$ cat src/rtl/serial_tx_arb_pkg.sv
// ---------------------------------------------------------------------------
// serial_tx_arb_pkg
// Shared definitions for the serial transmit arbiter: the arbiter state
// encoding and the default sizing of the requester array and stall timeout.
// No ports (package).
// ---------------------------------------------------------------------------
package serial_tx_arb_pkg;

    // IDLE: no owner. SEND: owner granted, waiting to hand a byte to the UART.
    // GAP: one cycle after each byte, so tx_start is never high twice in a row.
    typedef enum logic [1:0] {
        IDLE = 2'd0,
        SEND = 2'd1,
        GAP  = 2'd2
    } arb_state_t;

    localparam int NREQ_DEFAULT    = 2;
    localparam int TIMEOUT_DEFAULT = 255;

endpackage

$ cat src/rtl/serial_tx_arbiter_rr_pick.sv
// ---------------------------------------------------------------------------
// rr_pick
// Combinational round-robin picker. Searches the request vector starting at
// (last_grant + 1) mod NREQ, wrapping around, and returns a one-hot grant
// for the first requester found (all-zero when nothing is requesting).
//
// Ports
//   req        in   NREQ       request vector
//   last_grant in   clog2      index of the previously served requester
//   grant      out  NREQ       one-hot winner
// ---------------------------------------------------------------------------
module rr_pick
    import serial_tx_arb_pkg::*;
#(
    parameter int NREQ = NREQ_DEFAULT
) (
    input  logic [NREQ-1:0]         req,
    input  logic [$clog2(NREQ)-1:0] last_grant,
    output logic [NREQ-1:0]         grant
);

    localparam int IW = $clog2(NREQ);

    // cand_idx[k] is the requester examined at search position k.
    logic [IW-1:0] cand_idx [NREQ];

    generate
        for (genvar gi = 0; gi < NREQ; gi++) begin : g_cand
            assign cand_idx[gi] = IW'((int'(last_grant) + gi + 1) % NREQ);
        end
    endgenerate

    // Walk from the farthest position back to the nearest, so the nearest
    // active requester is the one that ends up owning the grant.
    always_comb begin
        grant = '0;
        for (int k = NREQ - 1; k >= 0; k--) begin
            if (req[cand_idx[k]]) begin
                grant              = '0;
                grant[cand_idx[k]] = 1'b1;
            end
        end
    end

endmodule

$ cat src/rtl/serial_tx_arbiter.sv
// ---------------------------------------------------------------------------
// serial_tx_arbiter
// Shares one UART transmitter between NREQ byte-stream requesters. Packets
// are atomic: once a requester is granted it keeps the transmitter until the
// byte flagged req_last has been consumed. Owners rotate round-robin.
// Each byte costs at least two cycles (SEND then GAP).
//
// Optional feature: define SERIAL_TX_ARB_TIMEOUT_EN to add a stall timer that
// releases a grant whose owner leaves req_valid low for TIMEOUT SEND cycles
// mid-packet, counting such drops in drop_count. Without it drop_count is 0.
//
// Ports
//   clk         in   1       clock
//   rst_n       in   1       synchronous active-low reset
//   req_valid   in   NREQ    requester i has a byte on req_data
//   req_data    in   NREQ*8  byte of requester i at [i*8 +: 8]
//   req_last    in   NREQ    byte of requester i ends its packet
//   req_ready   out  NREQ    one-cycle pulse: byte of requester i consumed
//   grant       out  NREQ    one-hot current owner, zero when idle
//   tx_busy     in   1       UART busy
//   tx_start    out  1       one-cycle start pulse to the UART
//   tx_data     out  8       byte to the UART, valid with tx_start
//   drop_count  out  8       saturating count of timed-out packets
// ---------------------------------------------------------------------------
module serial_tx_arbiter
    import serial_tx_arb_pkg::*;
#(
    parameter int NREQ    = NREQ_DEFAULT,
    parameter int TIMEOUT = TIMEOUT_DEFAULT
) (
    input  logic              clk,
    input  logic              rst_n,
    input  logic [NREQ-1:0]   req_valid,
    input  logic [NREQ*8-1:0] req_data,
    input  logic [NREQ-1:0]   req_last,
    output logic [NREQ-1:0]   req_ready,
    output logic [NREQ-1:0]   grant,
    input  logic              tx_busy,
    output logic              tx_start,
    output logic [7:0]        tx_data,
    output logic [7:0]        drop_count
);

    localparam int IW = $clog2(NREQ);

    arb_state_t      state_reg, state_next;
    logic [NREQ-1:0] grant_reg, grant_next;
    logic [IW-1:0]   last_grant_reg, last_grant_next;
    logic            last_flag_reg, last_flag_next;
    logic            tx_start_reg, tx_start_next;
    logic [7:0]      tx_data_reg, tx_data_next;
    logic [NREQ-1:0] req_ready_reg, req_ready_next;

    logic [NREQ-1:0] pick_grant;
    logic [IW-1:0]   grant_idx;
    logic            sel_valid;
    logic            sel_last;
    logic [7:0]      sel_data;
    logic [7:0]      masked_data [NREQ];

    rr_pick #(.NREQ(NREQ)) u_pick (
        .req        (req_valid),
        .last_grant (last_grant_reg),
        .grant      (pick_grant)
    );

    // AND-OR mux of the owner's byte; grant_reg is one-hot so at most one
    // lane contributes.
    generate
        for (genvar gi = 0; gi < NREQ; gi++) begin : g_mask
            assign masked_data[gi] = req_data[gi*8 +: 8] & {8{grant_reg[gi]}};
        end
    endgenerate

    assign sel_valid = |(req_valid & grant_reg);
    assign sel_last  = |(req_last & grant_reg);

    always_comb begin
        sel_data  = '0;
        grant_idx = '0;
        for (int i = 0; i < NREQ; i++) begin
            sel_data = sel_data | masked_data[i];
            if (grant_reg[i]) begin
                grant_idx = IW'(i);
            end
        end
    end

`ifdef SERIAL_TX_ARB_TIMEOUT_EN
    logic [7:0] stall_cnt_reg, stall_cnt_next;
    logic [7:0] drop_cnt_reg, drop_cnt_next;
    logic       stall_expired;

    // True on the stall cycle that brings the counter up to TIMEOUT.
    assign stall_expired = ({1'b0, stall_cnt_reg} + 9'd1) >= 9'(TIMEOUT);
`endif

    always_comb begin
        state_next      = state_reg;
        grant_next      = grant_reg;
        last_grant_next = last_grant_reg;
        last_flag_next  = last_flag_reg;
        tx_start_next   = 1'b0;
        tx_data_next    = tx_data_reg;
        req_ready_next  = '0;
`ifdef SERIAL_TX_ARB_TIMEOUT_EN
        stall_cnt_next  = stall_cnt_reg;
        drop_cnt_next   = drop_cnt_reg;
`endif
        case (state_reg)
            IDLE: begin
                if (|req_valid) begin
                    grant_next = pick_grant;
                    state_next = SEND;
`ifdef SERIAL_TX_ARB_TIMEOUT_EN
                    stall_cnt_next = '0;
`endif
                end
            end
            SEND: begin
                if (sel_valid && !tx_busy) begin
                    tx_data_next   = sel_data;
                    tx_start_next  = 1'b1;
                    req_ready_next = grant_reg;
                    last_flag_next = sel_last;
                    state_next     = GAP;
`ifdef SERIAL_TX_ARB_TIMEOUT_EN
                    stall_cnt_next = '0;
`endif
                end
`ifdef SERIAL_TX_ARB_TIMEOUT_EN
                else if (!sel_valid) begin
                    if (stall_expired) begin
                        grant_next      = '0;
                        last_grant_next = grant_idx;
                        state_next      = IDLE;
                        stall_cnt_next  = '0;
                        if (drop_cnt_reg != 8'hFF) begin
                            drop_cnt_next = drop_cnt_reg + 8'd1;
                        end
                    end else begin
                        stall_cnt_next = stall_cnt_reg + 8'd1;
                    end
                end
`endif
            end
            GAP: begin
                if (last_flag_reg) begin
                    grant_next      = '0;
                    last_grant_next = grant_idx;
                    state_next      = IDLE;
                end else begin
                    state_next = SEND;
                end
            end
            default: state_next = IDLE;
        endcase
    end

    // last_grant resets to NREQ-1 so requester 0 is first in line.
    always_ff @(posedge clk) begin
        if (!rst_n) begin
            state_reg      <= IDLE;
            grant_reg      <= '0;
            last_grant_reg <= IW'(NREQ - 1);
            last_flag_reg  <= 1'b0;
            tx_start_reg   <= 1'b0;
            tx_data_reg    <= '0;
            req_ready_reg  <= '0;
        end else begin
            state_reg      <= state_next;
            grant_reg      <= grant_next;
            last_grant_reg <= last_grant_next;
            last_flag_reg  <= last_flag_next;
            tx_start_reg   <= tx_start_next;
            tx_data_reg    <= tx_data_next;
            req_ready_reg  <= req_ready_next;
        end
    end

`ifdef SERIAL_TX_ARB_TIMEOUT_EN
    always_ff @(posedge clk) begin
        if (!rst_n) begin
            stall_cnt_reg <= '0;
            drop_cnt_reg  <= '0;
        end else begin
            stall_cnt_reg <= stall_cnt_next;
            drop_cnt_reg  <= drop_cnt_next;
        end
    end

    assign drop_count = drop_cnt_reg;
`else
    // No stall timer in this build; the mask keeps TIMEOUT referenced while
    // the output stays at zero.
    assign drop_count = 8'(TIMEOUT) & 8'h00;
`endif

    assign grant     = grant_reg;
    assign req_ready = req_ready_reg;
    assign tx_start  = tx_start_reg;
    assign tx_data   = tx_data_reg;

endmodule

$ cat config.mk
export PLATFORM = sky130hd
export DESIGN_NAME = serial_tx_arbiter
export DESIGN_NICKNAME = d
export VERILOG_FILES = /design/src/rtl/serial_tx_arb_pkg.sv /design/src/rtl/serial_tx_arbiter_rr_pick.sv /design/src/rtl/serial_tx_arbiter.sv
export SDC_FILE = /design/constraint.sdc
export NUM_CORES = 1
export LEC_CHECK = 0
export ABC_AREA = 1
export CAP_MARGIN = 0
export CORE_MARGIN = 1.5
export CORE_UTILIZATION = 59
export CTS_CLUSTER_SIZE = 8
export DETAILED_ROUTE_END_ITERATION = 10
export DONT_BUFFER_PORTS = 1
export GPL_TIMING_DRIVEN = 0
export PLACE_DENSITY = 0.75
export SYNTH_ARGS = -nofsm -noshare
export SYNTH_HDL_FRONTEND = slang
export SYNTH_HIERARCHICAL = 1
export SYNTH_SLANG_ARGS = --single-unit
$ cat constraint.sdc
create_clock -name clk -period 1.7 [get_ports clk]
set_clock_uncertainty 0.2 [all_clocks]
set_input_delay 0.255 -clock clk [delete_from_list [all_inputs] [get_ports clk]]
set_output_delay 0.255 -clock clk [all_outputs]
set_load 0.01 [all_outputs]
==> results of run 1 <==
cells by family (layout without fill, tap and decap cells):
group | Yosys count | in the layout
other cells | 1 | 9
buf+inv | 31 | 51
flops | 17 | 17
compound gates | 4 | 4
simple gates | 96 | 96
routing by layer:
layer,vias to the layer above,track usage (%)
li1,477,-
met4,0,11.9
met5,-,0
met2,52,49.2
met3,6,6.90
met1,406,31.6
cell type report:
type                            instances  area, um2  share of cell area [%]
Multi-Input combinational cell        108        427                    37.4
Sequential cell                        17        340                    29.8
Inverter                               17       63.8                    5.59
Buffer                                 14        101                    8.88
Timing Repair Buffer                   16        160                    14.0
Clock inverter                          1       5.00                   0.439
Antenna cell                            1       2.50                   0.219
Tap cell                               15       18.8                    1.64
Clock buffer                            3       22.5                    1.97
where the power goes:
part	switching, mW	internal [mW]
registers	0.0207	0.417
logic	0.106	0.0826
clock network	0.138	0.0879
total	0.265	0.588
stage by stage:
| step | setup WS (ns) | instance area, um2 | hold slack, ns | cells | total power, mW |
|---|---|---|---|---|---|
| 2_1_floorplan | 0.484 | 932 | 0.175 | 156 | 0.573 |
| 3_3_place_gp | 0.397 | 951 | 0.178 | 171 | 0.594 |
| 3_5_place_dp | 0.358 | 951 | 0.185 | 171 | 0.598 |
| 4_1_cts | 0.341 | 1140 | 0.00319 | 191 | 0.850 |
| 5_1_grt | 0.197 | 1140 | 0.0214 | 191 | 0.908 |
| 6_report | 0.333 | 1140 | 0.00659 | 192 | 0.852 |
placed cells by master (no fill, tap or decap):
cell	count
nor2_2	1
clkinv_2	1
dlygate4sd3_1	16
conb_1	8
nand2_1	62
nand3_2	1
buf_4	10
o21ai_0	1
nor2_1	26
clkbuf_4	3
inv_2	1
buf_6	1
a21oi_1	3
dfxtp_1	17
inv_1	16
buf_2	3
nor3_1	2
diode_2	1
nand3_1	4
worst min-delay path by stage:
stage,startpoint,cells after the start,to,slack (ns)
final,req_last[1],4,last_flag_reg,0.007
after detailed placement,rst_n,2,tx_data[0],0.18
after global placement,rst_n,2,tx_data[0],0.18
after CTS,req_last[1],4,last_flag_reg,0.003
after floorplan,rst_n,2,tx_data[0],0.18
after global routing,req_last[1],4,last_flag_reg,0.02
worst max-delay path: stages, from the launching register on:
cell and delay, ns:
dfxtp_1 0.39, inv_2 0.06, nor2_2 0.12, nand3_2 0.13
buf_4 0.20, nor2_1 0.10, nor2_1 0.06
==> metrics.yaml, run 1 <==
synth:
  ys_top_cells_by_count: "nand2_1 (62), nor2_1 (26), dfxtp_1 (17)"
  ys.warnings.count: 6
  ys_seq_area_share_pct: 37.6
  synth-seq-cells: 17
  synth_area_um2: 906
  netlist_top_cells_area: "dfxtp_1 (38%), nand2_1 (26%), nor2_1 (11%), buf_4 (8.3%), inv_1 (6.6%)"
  synth_cells: 149
  synth-compound-area-share_pct: 2.21
  ys_types: 15
  synthSimpleGateAreaFrac_pct: 41.6
  synth_top_family_by_area: "simple AND/OR/NAND/NOR gates"
  avgSynthCellArea_um2: 6.08
  yosysTopAreaCell: "dfxtp_1"
  async_flop_share_pct: 0
  synth_mux_area_share_pct: 0
  synthAdderAreaFrac_pct: 0
  synth_xor_xnor_area_share_pct: 0
  synth_top_area_share_pct: 37.6
  yosysMostFrequentCell: "nand2_1"
  synthFlopType: "dfxtp_1"
  synth_edf_count: 0
critical_path:
  cp-end-kind: "flip-flop"
  reg2reg_to: "last_flag_reg"
  startpoint: "state_reg[0]"
  timing.rr.start: "state_reg[0]"
  path_class: "reg2reg"
  critical_path_peak_fanout: 10
  cp.required_ns: 1.70
  r2r_slack_ns: 0.33
  cp-start-kind: "flip-flop"
  crit_end: "last_flag_reg"
  r2r_cells: 6
  worst_ep_arrival_time_ns: 1.37
clocking:
  clock_latency_ns: 0.30
  hold_buffers: 16
  numCtsBuffers: 3
  cts_max_level: 1
  clk_transition_reported_paths_ns: 0.10
  cts_tree: "built"
  clockBufferDepth: 2
  cts_num_sinks: 17
  cts_resized: 0
  cts_setup_buffers: 0
  clockRootBuffer: "clkbuf_4"
floorplanning:
  die_y_um: 42.2
  die_area_mm2: 0.00178
  rows: 13
  ioPinCount: 44
  die-width_um: 42.2
  start_util_pct: 66.3
  core-area_mm2: 0.00137
flow_run:
  drv_cap: 0
placed_design:
  place_congestion: 0.830
  portBuffers: 0
  dpl.hpwl_um: 1270
sta:
  fin_setup_tns_ns: 0
  rsz0062_at_grt: "no"
  fin_crit_sh_pct: 80.4
  finalMaxSlewViolations: 0
  fmax_mhz: 731
  final-setup-viol-count: 0
  finalHoldViolCount: 0
  finalCriticalPeriod_ns: 1.37
layout:
  nNetsFinal: 200
  finish.utilization_pct: 83.5
  area_growth_pct: 26.0
  fill_cells: 98
  largest_reg_flops: 8
  drive_gt1_share_pct: 11.9
route:
  viasPerCell: 4.90
  drt.antenna.violating_nets: 0
  dr.pass1.iters: 4
  wl_met3_um: 176
  dr.first_iter.drc_count: 46
  route.layer.met1.wl_um: 845
  vias: 941
  wl_met2_um: 1170
  drt-wirelength-per-cell_um: 11.7
  wirelength_um: 2250
  drcViolationCount: 0
  highest_layer: "met4"
power:
  ir_worst_vdd_mv: 0.573
  p_per_area_mw_per_mm2: 747
  power.leakage_nw: 0.656
hold_path:
  min_path_type: "in2reg"
global_route:
  antenna_found_initial: 0
  grt_use_total_pct: 27.9
  grt_pass1_wl_um: 3700
  grt_pass1_vias: 854
  grt-ovfl-total: 0
  grt_max_degree: 11
run_status:
  status: "completed"
Note: power is estimated with default switching activity, not from simulation.
==> inputs of run 2 (changes only) <==
Settings changed: ABC_AREA 1 to 0.
Clock period 1.7 ns to 1.4 ns, I/O delays scaled along.
==> metrics.yaml, run 2 <==
power:
  ir_worst_vdd_mv: 0.571
  power.leakage_nw: 0.525
  p_per_area_mw_per_mm2: 923
route:
  dr.first_iter.drc_count: 6
  drcViolationCount: 0
  drt.antenna.violating_nets: 0
  dr.pass1.iters: 4
  viasPerCell: 5.73
  wirelength_um: 1770
  vias: 688
  drt-wirelength-per-cell_um: 14.7
run_status:
  status: "completed"
sta:
  fin_setup_tns_ns: 0
  finalMaxSlewViolations: 0
  fin_crit_sh_pct: 96.0
  final-setup-viol-count: 0
  setup_ws_ns: 0.0555
  finalCriticalPeriod_ns: 1.34
  fmax_mhz: 744
  finalHoldViolCount: 0
  rsz0062_at_grt: "no"
synth:
  synth_edf_count: 0
  yosysTopAreaCell: "dfxtp_1"
  yosysMostFrequentCell: "dfxtp_1"
  async_flop_share_pct: 0
  avgSynthCellArea_um2: 9.66
  synth_top_area_share_pct: 39.6
  ys.warnings.count: 6
  synth-seq-cells: 17
  synth_cells: 89
  synth_area_um2: 860
  synthFlopType: "dfxtp_1"
  netlist_top_cells_area: "dfxtp_1 (40%), o211a_1 (10%), buf_4 (8.7%), a22oi_1 (7.9%), nand3_1 (6.4%)"
  ys_seq_area_share_pct: 39.6
  ys_types: 30
  ys_top_cells_by_count: "dfxtp_1 (17), nand3_1 (11), buf_4 (10)"
critical_path:
  path_class: "reg2reg"
  critical-path-slowest-cell: "dfxtp_1"
  startpoint: "state_reg[1]"
  max_stage_delay_ns: 0.38
  critPathTopFamily: "flip-flops"
  r2r_slack_ns: 0.06
  cp-start-kind: "flip-flop"
  reg2reg_to: "tx_data[1]"
  r2r_cells: 4
  worst_ep_arrival_time_ns: 1.33
  critical_path_peak_fanout: 10
  cp_cell_sequence: "nor3b_4 -> buf_6 -> nand3_1 -> o211a_1"
  cp_num_buf_inv: 1
  cp-end-kind: "flip-flop"
  cp.required_ns: 1.39
  timing.rr.start: "state_reg[1]"
layout:
  finish.utilization_pct: 74.6
  diodes: 0
  nNetsFinal: 129
  final_cell_mix: "dfxtp_1 (15), nand3_1 (11), buf_4 (10), a22oi_1 (9), o211a_1 (9)"
  fill_cells: 111
  stdcell_count: 120
  mostFrequentLayoutCell: "dfxtp_1"
  largest_reg_flops: 8
  area_growth_pct: 15.7
  post-route-cell-area_um2: 995
  drive_gt1_share_pct: 22.9
clocking:
  cts_tree: "built"
  clock_latency_ns: 0.29
  cts_num_sinks: 17
  clk_transition_reported_paths_ns: 0.10
  clockRootBuffer: "clkbuf_4"
  clockBufferDepth: 2
  cts_max_level: 1
  numCtsBuffers: 3
global_route:
  antenna_found_initial: 0
  grt_max_degree: 11
  grt_pass1_vias: 593
  grt-busiest-layer: "met2"
  grt_use_total_pct: 23.9
  use_met1_pct: 26.9
  grt_use_met2_pct: 38.3
  grt-ovfl-total: 0
  grtUsageMet3_pct: 10.3
  grt_pass1_wl_um: 2510
placed_design:
  place_congestion: 0.779
  place_inst: 111
  place_area_um2: 905
  dpl.hpwl_um: 1160
  portBuffers: 0
  post-place-ws_ns: -0.0895
floorplanning:
  die-width_um: 41.2
  start_util_pct: 64.4
  die_area_mm2: 0.00169
  die_y_um: 41.2
  rows: 13
  core-area_mm2: 0.00133
  ioPinCount: 44
hold_path:
  holdPathEnd: "state_reg[1]"
  hold_start: "tx_busy"
  min_path_type: "in2reg"
  hold_path_depth: 2
flow_run:
  drv_cap: 0
## run 2: cell count changes in the layout (fill, tap and decap cells not counted), moves of 9 or more
cell	delta
nand2_1	-60
nor2_1	-25
dlygate4sd3_1	-10
a22oi_1	+9
o211a_1	+9
inv_1	-12
## run 2: layout make-up
class,count,area (um2),share of cell area (%)
clock buffers,4,26.3,2.64
plain buffers,14,106,10.7
inverters,4,15.0,1.51
multi-input cells,59,415,41.8
repair buffers,7,67.6,6.79
flip-flops and latches,17,345,34.7
well taps,15,18.8,1.89
## run 2: how the worst max path moves through the flow
| stage | end | slack (ns) | depth (start not counted) |
|---|---|---|---|
| 6_report | tx_data[1] | 0.06 | 4 |
| 5_1_grt | tx_data[6] | 0.01 | 4 |
| 4_1_cts | tx_data[1] | 0.01 | 5 |
| 3_5_place_dp | last_flag_reg | -0.09 | 4 |
| 3_3_place_gp | last_flag_reg | -0.07 | 4 |
| 2_1_floorplan | last_flag_reg | 0.05 | 4 |
## run 2: logic make-up after synthesis
family	share of synthesized area (%)
flops	39.6
simple gates	15.9
buf+inv	16.2
other cells	0.436
mux	2.33
compound gates	25.6
## run 2: through the flow
step	hold slack, ns	total power [mW]
final	0.000192	0.918
after global placement	0.229	0.647
after global routing	-0.0119	0.958
after detailed placement	0.239	0.649
after CTS	-0.00511	0.916
after floorplan	0.211	0.630
## run 2: worst reg2reg max path, cell delays in order, from the launching register on
cell and delay [ns]:
dfxtp_1 0.38, nor3b_4 0.28, buf_6 0.17, nand3_1 0.08, o211a_1 0.13
## run 2: report_power, final
group	leakage, nW	switching (mW)	total [mW]	internal [mW]
Combinational	0.372	0.0679	0.143	0.0753
Clock	0.0150	0.150	0.261	0.111
Sequential	0.139	0.0166	0.514	0.497
## run 2: timing repair
item	4_1_cts	5_1_grt
hold buffers	5	1
resized for setup	4	3
cloned	0	0
endpoints found under the hold margin	6	2
pin swaps	1	1
setup buffers	1	0
endpoints found under the setup margin	9	11
## run 2: layer usage
metal,vias to the layer above,part of all wire (%)
met5,-,0
met4,0,2.3
met3,8,7.3
met2,31,48
met1,307,42
li1,342,-
==> inputs of run 3 (changes only) <==
Settings changed: SYNTH_HIERARCHICAL 1 to default.
==> metrics.yaml, run 3 <==
run_status:
  status: "finished with violations"
  violations: "hold timing, setup timing"
sta:
  rsz0062_at_grt: "yes"
  setup_ws_ns: -0.00246
  fin_setup_tns_ns: -0.00246
  finalMaxSlewViolations: 0
  finalCriticalPeriod_ns: 1.40
  holdWs_ns: -0.00816
  fmax_mhz: 713
  final-setup-viol-count: 1
  fin_crit_sh_pct: 100
  finalHoldViolCount: 1
layout:
  mostFrequentLayoutCell: "dfxtp_1"
  ff_latch_area_um2: 347
  largest_reg_flops: 8
  nNetsFinal: 132
  multi_input_area_um2: 428
  finish.utilization_pct: 78.9
  area_growth_pct: 24.2
  final_cell_mix: "dfxtp_1 (14), buf_4 (11), a22oi_1 (9), nand3_1 (9), o211a_1 (9)"
  stdcell_count: 123
  diodes: 0
  fill_cells: 101
  drive_gt1_share_pct: 25.0
synth:
  ys_top_cells_by_count: "dfxtp_1 (17), a22oi_1 (9), buf_4 (9), nand3_1 (9), o211a_1 (9)"
  netlist_top_cells_area: "dfxtp_1 (41%), o211a_1 (11%), a22oi_1 (8.1%), buf_4 (8.1%), nand3_1 (5.4%)"
  ys_seq_area_share_pct: 40.7
  synth_cells: 86
  synth_area_um2: 837
  synthFlopType: "dfxtp_1"
  yosysMostFrequentCell: "dfxtp_1"
  ys_types: 26
  synth-seq-cells: 17
  synth_top_area_share_pct: 40.7
  yosysTopAreaCell: "dfxtp_1"
  synth_edf_count: 0
  async_flop_share_pct: 0
  avgSynthCellArea_um2: 9.73
  ys.warnings.count: 0
route:
  viasPerCell: 5.85
  drt-wirelength-per-cell_um: 14.4
  dr.first_iter.drc_count: 10
  wirelength_um: 1780
  drcViolationCount: 0
  dr.pass1.iters: 4
  vias: 719
  drt.antenna.violating_nets: 0
placed_design:
  dpl.hpwl_um: 1170
  portBuffers: 0
  place_inst: 108
  place_congestion: 0.863
  post-place-ws_ns: -0.146
global_route:
  grt-ovfl-total: 0
  grt_pass1_vias: 591
  grt_pass1_wl_um: 2460
  grt_max_degree: 11
  grt_use_total_pct: 22.5
  antenna_found_initial: 0
floorplanning:
  die_area_mm2: 0.00165
  start_util_pct: 63.5
  core-area_mm2: 0.00132
  die_y_um: 40.7
  ioPinCount: 44
  rows: 13
  die-width_um: 40.7
clocking:
  clockRootBuffer: "clkbuf_4"
  cts_tree: "built"
  cts_num_sinks: 17
  clock_latency_ns: 0.29
  numCtsBuffers: 3
  clk_transition_reported_paths_ns: 0.11
  clockBufferDepth: 2
  cts_max_level: 1
power:
  p_per_area_mw_per_mm2: 904
  power.leakage_nw: 0.546
  ir_worst_vdd_mv: 0.823
critical_path:
  cp-start-kind: "flip-flop"
  cp-end-kind: "flip-flop"
  path_class: "reg2reg"
  cp_cell_sequence: "a22o_4 -> and2_4 -> buf_6 -> o211a_1"
  timing.rr.start: "grant[0]"
  startpoint: "grant[0]"
  critical_path_peak_fanout: 5
  r2r_cells: 4
  r2r_slack_ns: -0.002
  reg2reg_to: "tx_data[4]"
  critical-path-slowest-cell: "dfxtp_4"
  cp.required_ns: 1.39
  max_stage_delay_ns: 0.38
  worst_ep_arrival_time_ns: 1.39
flow_run:
  drv_cap: 0
hold_path:
  hold_start: "req_data[11]"
  hold_path_depth: 3
  holdPathEnd: "tx_data[3]"
  min_path_type: "in2reg"
## run 3: power breakdown
part	internal (mW)	switching [mW]	leakage, nW
Sequential	0.499	0.0175	0.140
Combinational	0.0823	0.0749	0.389
Clock	0.106	0.160	0.0177
Total	0.687	0.253	0.546
## run 3: area by class of cell
type,count,share of cell area [%]
Inverter,2,0.722
Tap cell,15,1.81
Timing Repair Buffer,11,10.2
Clock buffer,3,2.17
Buffer,15,10.1
Sequential cell,17,33.3
Clock inverter,1,0.481
Multi-Input combinational cell,59,41.2
## run 3: cell families after synthesis
family	synth area share [%]
multiplexers	1.20
AO/OA/AOI/OAI	26.3
AND/OR/NAND/NOR	18.7
other	0.448
flip-flops	40.7
buffers and inverters	12.7
## run 3: routing by layer
metal / global-route usage [%] / wire length (um) / vias up
met3: 8.15 / 129 / 0
met1: 27.7 / 781 / 331
li1: - / - / 353
met5: 0 / 0 / -
met4: 5.00 / 0 / 0
met2: 37.3 / 865 / 35
## run 3: worst max-delay path by stage
stage | cells after the start | slack, ns | endpoint
after floorplan | 4 | 0.04 | tx_data[0]
final | 4 | -0.002 | tx_data[4]
after global placement | 4 | -0.12 | last_flag_reg
after CTS | 4 | 0.001 | tx_data[4]
after global routing | 4 | -0.03 | tx_data[1]
after detailed placement | 4 | -0.15 | tx_data[4]
## run 3: repair_timing
item / in CTS / in global routing
endpoints found under the setup margin: 10 / 12
resized for setup: 4 / 8
buffers inserted: 2 / 0
endpoints found under the hold margin: 9 / 0
gates cloned: 0 / 1
pin swaps: 1 / 0
hold buffers: 8 / 0
## run 3: stage by stage
| step | area, um2 | total power, mW |
|---|---|---|
| finish | 1040 | 0.940 |
| global placement | 882 | 0.646 |
| detailed placement | 882 | 0.648 |
| CTS | 1010 | 0.929 |
| global route | 1040 | 0.980 |
| floorplan | 863 | 0.627 |
## run 3: critical path, delay by kind of cell (launching register included)
kind | cells | cell delay, ns
compound gates | 2 | 0.46
buf+inv | 1 | 0.12
flops | 1 | 0.38
simple gates | 1 | 0.15
